File: src/rtl/io_bus_pkg.sv
// Shared definitions for the PLC I/O port bus: addresses, access encoding, FSM states.
package io_bus_pkg;

    localparam int ADDR_W     = 4;
    localparam int NPORTS_DEF = 5;

    // Port map: one analog port followed by four digital ports.
    localparam logic [ADDR_W-1:0] ADDR_A0 = 4'd0;
    localparam logic [ADDR_W-1:0] ADDR_D0 = 4'd1;
    localparam logic [ADDR_W-1:0] ADDR_D1 = 4'd2;
    localparam logic [ADDR_W-1:0] ADDR_D2 = 4'd3;
    localparam logic [ADDR_W-1:0] ADDR_D3 = 4'd4;

    // r_or_w encoding on the port block interface.
    localparam logic ACC_READ  = 1'b0;
    localparam logic ACC_WRITE = 1'b1;

    typedef enum logic [1:0] {
        ST_IDLE,
        ST_ACCESS,
        ST_TURN
    } io_state_e;

endpackage

File: src/rtl/io_access_seq.sv
// Single-access sequencer: holds en for SETTLE+1 cycles, then one dead TURN cycle.
// Address/direction/write data are loaded on entry to ACCESS and frozen while en is high.
module io_access_seq
    import io_bus_pkg::*;
#(
    parameter int BITS   = 16,
    parameter int SETTLE = 1
) (
    input  logic              clk,
    input  logic              rst_n,
    input  logic              start,
    input  logic              skip,
    input  logic              acc_write,
    input  logic [ADDR_W-1:0] acc_addr,
    input  logic [BITS-1:0]   acc_wdata,
    input  logic [BITS-1:0]   io_rdata,
    output logic              io_en,
    output logic              io_r_or_w,
    output logic [ADDR_W-1:0] io_addr,
    output logic [BITS-1:0]   io_wdata,
    output logic [BITS-1:0]   cap_data,
    output logic              idle,
    output logic              last,
    output logic              done
);

    localparam logic [2:0] SETTLE_C = 3'(SETTLE);

    io_state_e  state, state_n;
    logic [2:0] cnt;
    logic       load;

    assign idle = (state == ST_IDLE);
    assign done = (state == ST_TURN);
    // Final ACCESS cycle: read data is sampled on the edge that ends it.
    assign last = (state == ST_ACCESS) && (cnt == SETTLE_C);
    // A new access may only begin from IDLE or TURN, never mid-ACCESS.
    assign load = start && !skip && (state != ST_ACCESS);

    // State register.
    always_ff @(posedge clk) begin
        if (!rst_n) state <= ST_IDLE;
        else        state <= state_n;
    end

    // Next state: a skipped (rejected) access goes straight to TURN to emit its response.
    always_comb begin
        state_n = state;
        case (state)
            ST_IDLE:   if (start) state_n = skip ? ST_TURN : ST_ACCESS;
            ST_ACCESS: if (cnt == SETTLE_C) state_n = ST_TURN;
            ST_TURN:   state_n = start ? (skip ? ST_TURN : ST_ACCESS) : ST_IDLE;
            default:   state_n = ST_IDLE;
        endcase
    end

    // Bus registers, settle counter and read capture.
    always_ff @(posedge clk) begin
        if (!rst_n) begin
            io_en     <= 1'b0;
            io_r_or_w <= ACC_READ;
            io_addr   <= '0;
            io_wdata  <= '0;
            cnt       <= '0;
            cap_data  <= '0;
        end else begin
            io_en <= (state_n == ST_ACCESS);
            if (load) begin
                io_r_or_w <= acc_write;
                io_addr   <= acc_addr;
                io_wdata  <= acc_wdata;
                cnt       <= '0;
            end else if ((state == ST_ACCESS) && !last) begin
                cnt <= cnt + 3'd1;
            end
            if (last) cap_data <= io_rdata;
        end
    end

endmodule

File: src/rtl/io_scan_master.sv
// PLC I/O bus master: arbitrates CPU single accesses against full-port scans
// (scan wins), steps the scan index and maintains the registered input image.
module io_scan_master
    import io_bus_pkg::*;
#(
    parameter int BITS   = 16,
    parameter int NPORTS = NPORTS_DEF,
    parameter int SETTLE = 1
) (
    input  logic                   clk,
    input  logic                   rst_n,
    input  logic                   req_valid,
    output logic                   req_ready,
    input  logic                   req_write,
    input  logic [ADDR_W-1:0]      req_addr,
    input  logic [BITS-1:0]        req_wdata,
    output logic                   rsp_valid,
    output logic [BITS-1:0]        rsp_rdata,
    output logic                   rsp_err,
    input  logic                   scan_start,
    input  logic [NPORTS-1:0]      dir_mask,
    input  logic [NPORTS*BITS-1:0] out_img,
    output logic [NPORTS*BITS-1:0] in_img,
    output logic                   scan_busy,
    output logic                   scan_done,
    output logic                   io_en,
    output logic                   io_r_or_w,
    output logic [ADDR_W-1:0]      io_addr,
    output logic [BITS-1:0]        io_wdata,
    input  logic [BITS-1:0]        io_rdata
);

    localparam logic [ADDR_W-1:0] LAST_PORT = ADDR_W'(NPORTS - 1);

    logic                         seq_idle, seq_last, seq_done;
    logic [BITS-1:0]              cap_data;
    logic [NPORTS-1:0][BITS-1:0]  img_q;
    logic [NPORTS-1:0]            dir_q, dir_sel;
    logic [ADDR_W-1:0]            idx, nxt_idx;
    logic                         cpu_write_q, cpu_err_q;
    logic                         req_fire, scan_go, scan_next, scan_last;
    logic                         acc_start, acc_skip, acc_write;
    logic [ADDR_W-1:0]            acc_addr;
    logic [BITS-1:0]              acc_wdata;

    assign req_ready = rst_n && seq_idle && !scan_start && !scan_busy;
    assign req_fire  = req_valid && req_ready;
    assign scan_go   = rst_n && seq_idle && scan_start && !scan_busy;
    assign scan_next = seq_done && scan_busy && (idx != LAST_PORT);
    assign scan_last = seq_done && scan_busy && (idx == LAST_PORT);
    assign nxt_idx   = scan_go ? '0 : idx + 1'b1;
    // Port 0's direction comes straight from dir_mask since dir_q loads on the same edge.
    assign dir_sel   = scan_go ? dir_mask : dir_q;

    // Access source mux: scan fields when a scan step starts, otherwise the CPU request.
    always_comb begin
        acc_start = scan_go || scan_next || req_fire;
        acc_skip  = 1'b0;
        acc_write = req_write;
        acc_addr  = req_addr;
        acc_wdata = req_wdata;
        if (scan_go || scan_next) begin
            acc_write = |(dir_sel & (NPORTS'(1) << nxt_idx));
            acc_addr  = nxt_idx;
            acc_wdata = BITS'(out_img >> (nxt_idx * BITS));
        end else begin
            acc_skip  = ({1'b0, req_addr} >= 5'(NPORTS));
        end
    end

    io_access_seq #(
        .BITS   (BITS),
        .SETTLE (SETTLE)
    ) u_seq (
        .clk       (clk),
        .rst_n     (rst_n),
        .start     (acc_start),
        .skip      (acc_skip),
        .acc_write (acc_write),
        .acc_addr  (acc_addr),
        .acc_wdata (acc_wdata),
        .io_rdata  (io_rdata),
        .io_en     (io_en),
        .io_r_or_w (io_r_or_w),
        .io_addr   (io_addr),
        .io_wdata  (io_wdata),
        .cap_data  (cap_data),
        .idle      (seq_idle),
        .last      (seq_last),
        .done      (seq_done)
    );

    // Scan control: busy flag, port index and the direction snapshot.
    always_ff @(posedge clk) begin
        if (!rst_n) begin
            scan_busy <= 1'b0;
            idx       <= '0;
            dir_q     <= '0;
        end else begin
            if (scan_go) begin
                scan_busy <= 1'b1;
                dir_q     <= dir_mask;
            end else if (scan_last) begin
                scan_busy <= 1'b0;
            end
            if (scan_go || scan_next) idx <= nxt_idx;
        end
    end

    // Latch the CPU request kind so the TURN cycle can shape its response.
    always_ff @(posedge clk) begin
        if (!rst_n) begin
            cpu_write_q <= 1'b0;
            cpu_err_q   <= 1'b0;
        end else if (req_fire) begin
            cpu_write_q <= req_write;
            cpu_err_q   <= acc_skip;
        end
    end

    // Input image: only input ports are refreshed, on the capture edge of their access.
    always_ff @(posedge clk) begin
        if (!rst_n) begin
            img_q <= '0;
        end else begin
            for (int k = 0; k < NPORTS; k++) begin
                if (seq_last && scan_busy && !dir_q[k] && (idx == ADDR_W'(k)))
                    img_q[k] <= io_rdata;
            end
        end
    end

    assign in_img    = img_q;
    assign scan_done = scan_last;
    assign rsp_valid = seq_done && !scan_busy;
    assign rsp_err   = rsp_valid && cpu_err_q;
    assign rsp_rdata = (rsp_valid && !cpu_err_q && !cpu_write_q) ? cap_data : '0;

endmodule

File: config.mk
export PLATFORM = sky130hd
export DESIGN_NAME = io_scan_master
export DESIGN_NICKNAME = d
export VERILOG_FILES = /design/src/rtl/io_bus_pkg.sv /design/src/rtl/io_access_seq.sv /design/src/rtl/io_scan_master.sv
export SDC_FILE = /design/constraint.sdc
export NUM_CORES = 1
export LEC_CHECK = 0
export CAP_MARGIN = 20
export CORE_MARGIN = 4
export CORE_UTILIZATION = 47
export DETAILED_ROUTE_END_ITERATION = 7
export PLACE_DENSITY = 0.95
export RECOVER_POWER = 50
export SETUP_SLACK_MARGIN = 0.2
export SLEW_MARGIN = 10
export SYNTH_ARGS = -nofsm -noshare
export SYNTH_HDL_FRONTEND = slang
export SYNTH_SLANG_ARGS = --single-unit
export TNS_END_PERCENT = 20
File: constraint.sdc
create_clock -name clk -period 4.8 [get_ports clk]
set_input_delay 0.96 -clock clk [delete_from_list [all_inputs] [get_ports clk]]
set_output_delay 0.96 -clock clk [all_outputs]
set_load 0.02 [all_outputs]
## Yosys cells after proc, flatten, opt, wreduce, memory -nomap -nowiden

Index checks and enable logic that the tools add are counted.

| word-level totals | value |
|---|---|
| bits in registers | 135 |
| bits in latches | 0 |
| RAM bits | 0 |
| ROM bits | 0 |
| output and inout bits | 123 |
| logic and storage cells | 94 |
| memories kept | 0 |

| operators by class | value |
|---|---|
| add/sub/neg operators | 2 |
| multiply operators | 0 |
| div/mod/pow operators | 0 |
| $lt $le $gt $ge | 1 |
| eq/ne operators | 10 |
| shifts and indexed selects | 2 |
| multiplexer cells | 14 |
| bitwise gates (word level) | 2 |
| reduce and logical (&&, ||, !) cells | 46 |

Operators with widths:

| cell | number |
|---|---|
| $shr 80x8->16 | 1 |
| $mux 16 | 2 |
| $logic_and 1x1->1 | 28 |
| $logic_not 1->1 | 11 |
| $eq 4x2->1 const B | 2 |
| $mux 2 | 4 |
| $mux 4 | 2 |
| $pmux 2 s3 | 1 |
| $and 5x5->5 | 1 |
| $mux 5 | 1 |
| $reduce_or 5->1 | 1 |
| $shl 1x4->5 const A | 1 |
| $add 4x1->4 const B | 1 |
| $eq 2x1->1 const B | 2 |
| $eq 4x1->1 const B | 1 |
| $eq 4x3->1 const B | 1 |
| $ge 4x3->1 const B | 1 |
| $logic_not 4->1 | 1 |
| $mux 1 | 4 |
| $ne 4x3->1 const B | 1 |
| $add 3x1->3 const B | 1 |
| $eq 3x1->1 const B | 1 |
| $eq 2x2->1 const B | 1 |
| $logic_not 2->1 | 1 |
| 5 further kinds | 6 |

## Logic depth before layout (Yosys ltp)

| logic depth | value |
|---|---|
| depth in word-level cells | 10 |
| depth in mapped cells | 10 |
| gate-level depth less buffers | 7 |

## Hierarchy

Synthesis repeated with hierarchy kept, for this count alone.

| second synthesis, totals | value |
|---|---|
| cells, all modules | 746 |
| area, all modules | 6688.9 µm² |

Modules (own cells, without submodules):

| module | instances | cells an instance | area an instance (µm²) |
|---|---|---|---|
| io_scan_master | 1 | 547 | 4952.2 |
| io_access_seq | 1 | 199 | 1736.7 |

## Worst setup path before layout

OpenSTA, ideal clock, no wires.

| timing | value |
|---|---|
| path kind | input to output |
| from | in rst_n |
| to | out req_ready |
| arrival | 1728 ps |
| path slack | 2112 ps |
| stages | 2 |
| buffers on the path | 0 |
| cells stage by stage | or4b_4 > nor2_1 |

| between the ends | value |
|---|---|
| cells in the longest elaborated chain, start to end | 3 |

RTL lines:

| what | line | text |
|---|---|---|
| from (decl) | io_scan_master.sv:11 | `input logic rst_n,` |
| $logic_and 1x1->1 (3 in a row) | io_scan_master.sv:46 | `assign req_ready = rst_n && seq_idle && !scan_start && !scan_busy;` |
| to (decl) | io_scan_master.sv:13 | `output logic req_ready,` |

No other way between the ends.

## Worst setup path in the final report

| timing | value |
|---|---|
| from | in rst_n |
| to | reg u_seq.io_wdata[15] |

| between the ends | value |
|---|---|
| cells in the longest elaborated chain, start to end | 8 |
| elaborated cells between the ends (all ways) | 15 |

RTL lines:

| what | line | text |
|---|---|---|
| branches (longest 8 deep; another with $shr 80x8->16) | -- |  |
| to (signal assigned) | io_access_seq.sv:71 | `io_wdata <= acc_wdata;` |
| to (decl) | io_access_seq.sv:20 | `output logic [BITS-1:0] io_wdata,` |

Several ways; the timed one is not identified.
A chain may end at the register's enable or synchronous reset.

==> results.md <==
| Metric | This run | Unit |
|---|---|---|
| Result of the run | complete, but fails checks | - |
| Violated checks | max-capacitance violations, max-slew violations | - |
| Sink of the worst hold path | u_seq.io_addr[2]$_SDFFE_PN0P_ | - |
| Number of stages on the worst hold path | 2 | - |
| Endpoint arrival time on the critical path | 3.76 | ns |
| Async set-or-reset flop fraction in the synthesized netlist | 0 | % |
| Maximum frequency from static timing analysis | 0.290 | GHz |
| Path class of the lowest-slack min-delay path | reg2reg | - |
| Count of endpoints failing setup in the final report | 0 | - |
| GR Overflow Total | 0 | - |
| Final standard cell utilization of the core | 73.6 | % |
| Remaining antenna violation count | 0 | - |
| Endpoint of the lowest-slack register-to-register path | u_seq.io_wdata[12]$_SDFFE_PN0P_ | - |
| Die Area | 15,200 | um2 |
| Count of cells resized by post-cts repair | 0 | - |
| Combined area of the multi-input logic cells | 3360 | um2 |
| Delay of the slowest cell on the worst path | 1.36 | ns |
| Initial standard-cell utilization of the core | 48.9 | % |
| Worst min-delay path startpoint | u_seq.io_addr[2]$_SDFFE_PN0P_ | - |
| FF-to-FF setup slack | 1.72 | ns |
| Post-Place Worst Slack | 1.36 | ns |
| CP Launch Type | input pin | - |
| Cell count of the worst reg-to-reg path | 8 | - |
| Final net count | 1,018 | - |
| Share of the yosys chip area belonging to registers | 43.1 | % |
| Die Span Y | 123 | um |
| Critical-path maximum fanout | 120 | - |
| CTS tree | yes | - |
| Vias after detailed routing | 5,929 | - |
| Max-cap violation count | 1 | - |
| Most common library cell in the layout ignoring fill and taps | clkdlybuf4s50_1 | - |
| Count of flip-flops with a built-in enable after synthesis | 0 | - |
| Fraction of the cycle the final worst path needs | 71.9 | % |
| Total number of yosys warnings | 0 | - |
| Number of rows in the core area | 41 | - |
| Type of the worst setup path | in2reg | - |
| Final hold viol count | 0 | - |
| Layout cell share with drive strength beyond 1 | 7.02 | % |
| I/O pin count | 249 | - |
| Count of buffers from port buffering | 248 | - |
| Fill count | 929 | - |
| Die Wd | 123 | um |
| Commonest cells after routing, fill and taps aside | 180 x clkdlybuf4s50_1, 135 x dfxtp_1, 95 x mux2i_1, 84 x nor2b_1, 67 x dlygate4sd3_1 | - |
| Wire length of the first global-routing pass | 31.6 | mm |
| Reg-to-reg critical path startpoint | idx[0]$_SDFFE_PN0N_ | - |
| Initial antenna violation count | 0 | - |
| Final routed wirelength across all metal layers | 21.0 | mm |
| Slowest cell on the critical path | clkbuf_2 | - |
| Required time of the worst setup path | 5.11 | ns |
| Drt via density | 5.54 | - |
| Total count of max-transition violations in the final report | 121 | - |
| Total power per unit cell area | 296 | nW/um2 |
| Iteration-0 DRC count of the detailed router | 485 | - |
| Netlist area before placement | 6270 | um2 |
| Maximum buffer depth of the clock tree | 2 | - |
| First-pass detailed-route iteration total | 7 | - |
| Root Buffer | clkbuf_16 | - |
| # DRC | 0 | - |
| Flip-flop and latch area | 2700 | um2 |
| Last weighted congestion value of the routability-driven placer | 0.941 | - |
| Clock sink count | 135 | - |
| Post-Syn Nets | 786 | - |
| Post-synth top flop | dfxtp_1 | - |
| Kind of end point of the critical path | flop | - |
| Setup repair after global routing missed its margin | false | - |
| Post-detailed-placement half-perimeter wirelength | 15.4 | mm |
| Series of cell instances along the critical path | clkbuf_1 > clkbuf_2 > nand3_1 > o22ai_1 | - |
| Antenna diode instance count | 0 | - |
| Sum Neg Setup Slack | 0 | ns |
| Post-CTS Setup Bufs | 0 | - |
| Gr usage total | 27.3 | % |
| Mean Syn Cell Area | 9.58 | um2 |
| Setup ws final | 1.35 | ns |
| Worst IR drop on VDD | 0.000206 | V |
| Vias in the first global route | 5,758 | - |
| Worst-Skew Late Latency | 0.42 | ns |
| Post-synth cell types | 52 | - |
| H-tree levels | 4 | - |
| Post-detailed-route wirelength per cell | 19.7 | um |
| Worst rel slew slack | -26.6 | % |
| Actual slew at the worst max-slew pin | 1.90 | ns |
| Seq cells post-synth | 135 | - |
| Pin count of the biggest net entering global routing | 121 | - |
| Minimum clock period after layout | 3.45 | ns |
| Worst-case clock skew | 0.00749 | ns |
| Clock transition time at the flip-flop clock pins of the worst setup and hold paths | 0.05 | ns |
| Cells after Synth | 654 | - |
| Core area | 12,800 | um2 |
| Reported leakage power | 4.00 | nW |
| Number of hold buffers added after cts | 0 | - |
| Synthesis-to-layout area growth | 50.6 | % |
| CTS Buf Count | 17 | - |
how the worst max path moves through the flow:
| stage | from | endpoint | depth (start not counted) |
|---|---|---|---|
| after floorplan | rst_n | req_ready | 2 |
| after detailed placement | scan_start | u_seq.io_wdata[15]$_SDFFE_PN0P_ | 5 |
| final | rst_n | u_seq.io_wdata[15]$_SDFFE_PN0P_ | 4 |
| after CTS | u_seq.state[1]$_SDFF_PN0_ | rsp_rdata[6] | 4 |
| after global placement | scan_start | req_ready | 3 |
| after global routing | rst_n | u_seq.io_wdata[11]$_SDFFE_PN0P_ | 4 |
worst max-delay path: cells and delay by family:
family,cells,cell delay [ns]
AO/OA/AOI/OAI,1,0.34
AND/OR/NAND/NOR,1,0.91
buffers and inverters,2,1.52
cell type report:
class,instances,share of cell area [%]
Multi-Input combinational cell,471,35.6
Sequential cell,135,28.6
Timing Repair Buffer,258,27.1
Clock buffer,21,4.98
Tap cell,172,2.28
Clock inverter,10,1.27
Inverter,3,0.119
power by group:
part           total, mW  switching, mW  internal, mW  leakage (nW)
logic              0.331          0.152         0.179          2.62
clock network       1.30          0.492         0.806         0.286
registers           1.16         0.0177          1.14          1.09
total               2.79          0.662          2.13          4.00
registers in the layout, summed over array words and instances (netlist names):
| register | count |
|---|---|
| in_img | 80 |
| u_seq.io_wdata | 16 |
| cpu_write_q | 1 |
| u_seq.io_addr | 4 |
| u_seq.io_en | 1 |
| u_seq.cap_data | 16 |
| u_seq.io_r_or_w | 1 |
| scan_busy | 1 |
| cpu_err_q | 1 |
| dir_q | 5 |
| u_seq.state | 2 |
| u_seq.cnt | 3 |
| idx | 4 |
per-stage QoR:
stage,cells,instance area (um2),hold WS (ns),total power [mW]
after floorplan,654,6270,0.439,1.32
final,1070,9440,0.449,2.79
after global routing,1070,9440,0.485,2.87
after global placement,1037,8830,0.443,1.50
after detailed placement,1037,8830,0.456,1.51
after CTS,1068,9420,0.459,2.80
cells in the mapped netlist (all sizes together), types with 2 or more instances:
cell type,count,area share (%)
a211oi,2,0.24
o31ai,2,0.46
nor4b,3,0.76
buf,15,1.5
a31oi,6,0.60
o21a,4,0.48
nand3,21,1.7
mux2,12,2.2
a22oi,4,0.56
a2bb2oi,5,0.70
and3b,2,0.28
and2,22,2.2
o22ai,12,1.2
nor2,16,0.96
nor3b,2,0.42
o21ai,21,1.7
mux2i,95,15
nand2b,2,0.20
a21boi,26,3.1
o2111ai,2,0.28
inv,3,0.18
a21o,3,0.36
a21oi,20,1.6
clkbuf,30,1.8
ha,6,1.2
dfxtp,135,43
xnor2,3,0.42
xor2,2,0.28
nand2,64,4.0
nor2b,84,8.4
nand3b,7,0.84
o221ai,11,1.5
nor3,5,0.48
layer usage:
metal	global-route usage [%]	part of all wire (%)
met5	0	0
met1	35.7	42
met2	43.0	48
met4	11.7	3.2
met3	6.72	7.1
logic make-up (layout without fill, tap and decap cells):
kind of cell | Yosys count | in the layout | share of synthesized area (%)
compound gates | 121 | 121 | 13.2
buf+inv | 48 | 292 | 3.43
mux | 108 | 108 | 17.7
flops | 135 | 135 | 43.1
simple gates | 231 | 231 | 20.6
fa+ha+maj | 6 | 6 | 1.20
xor+xnor | 5 | 5 | 0.699
(Power assumes the default switching activity.)
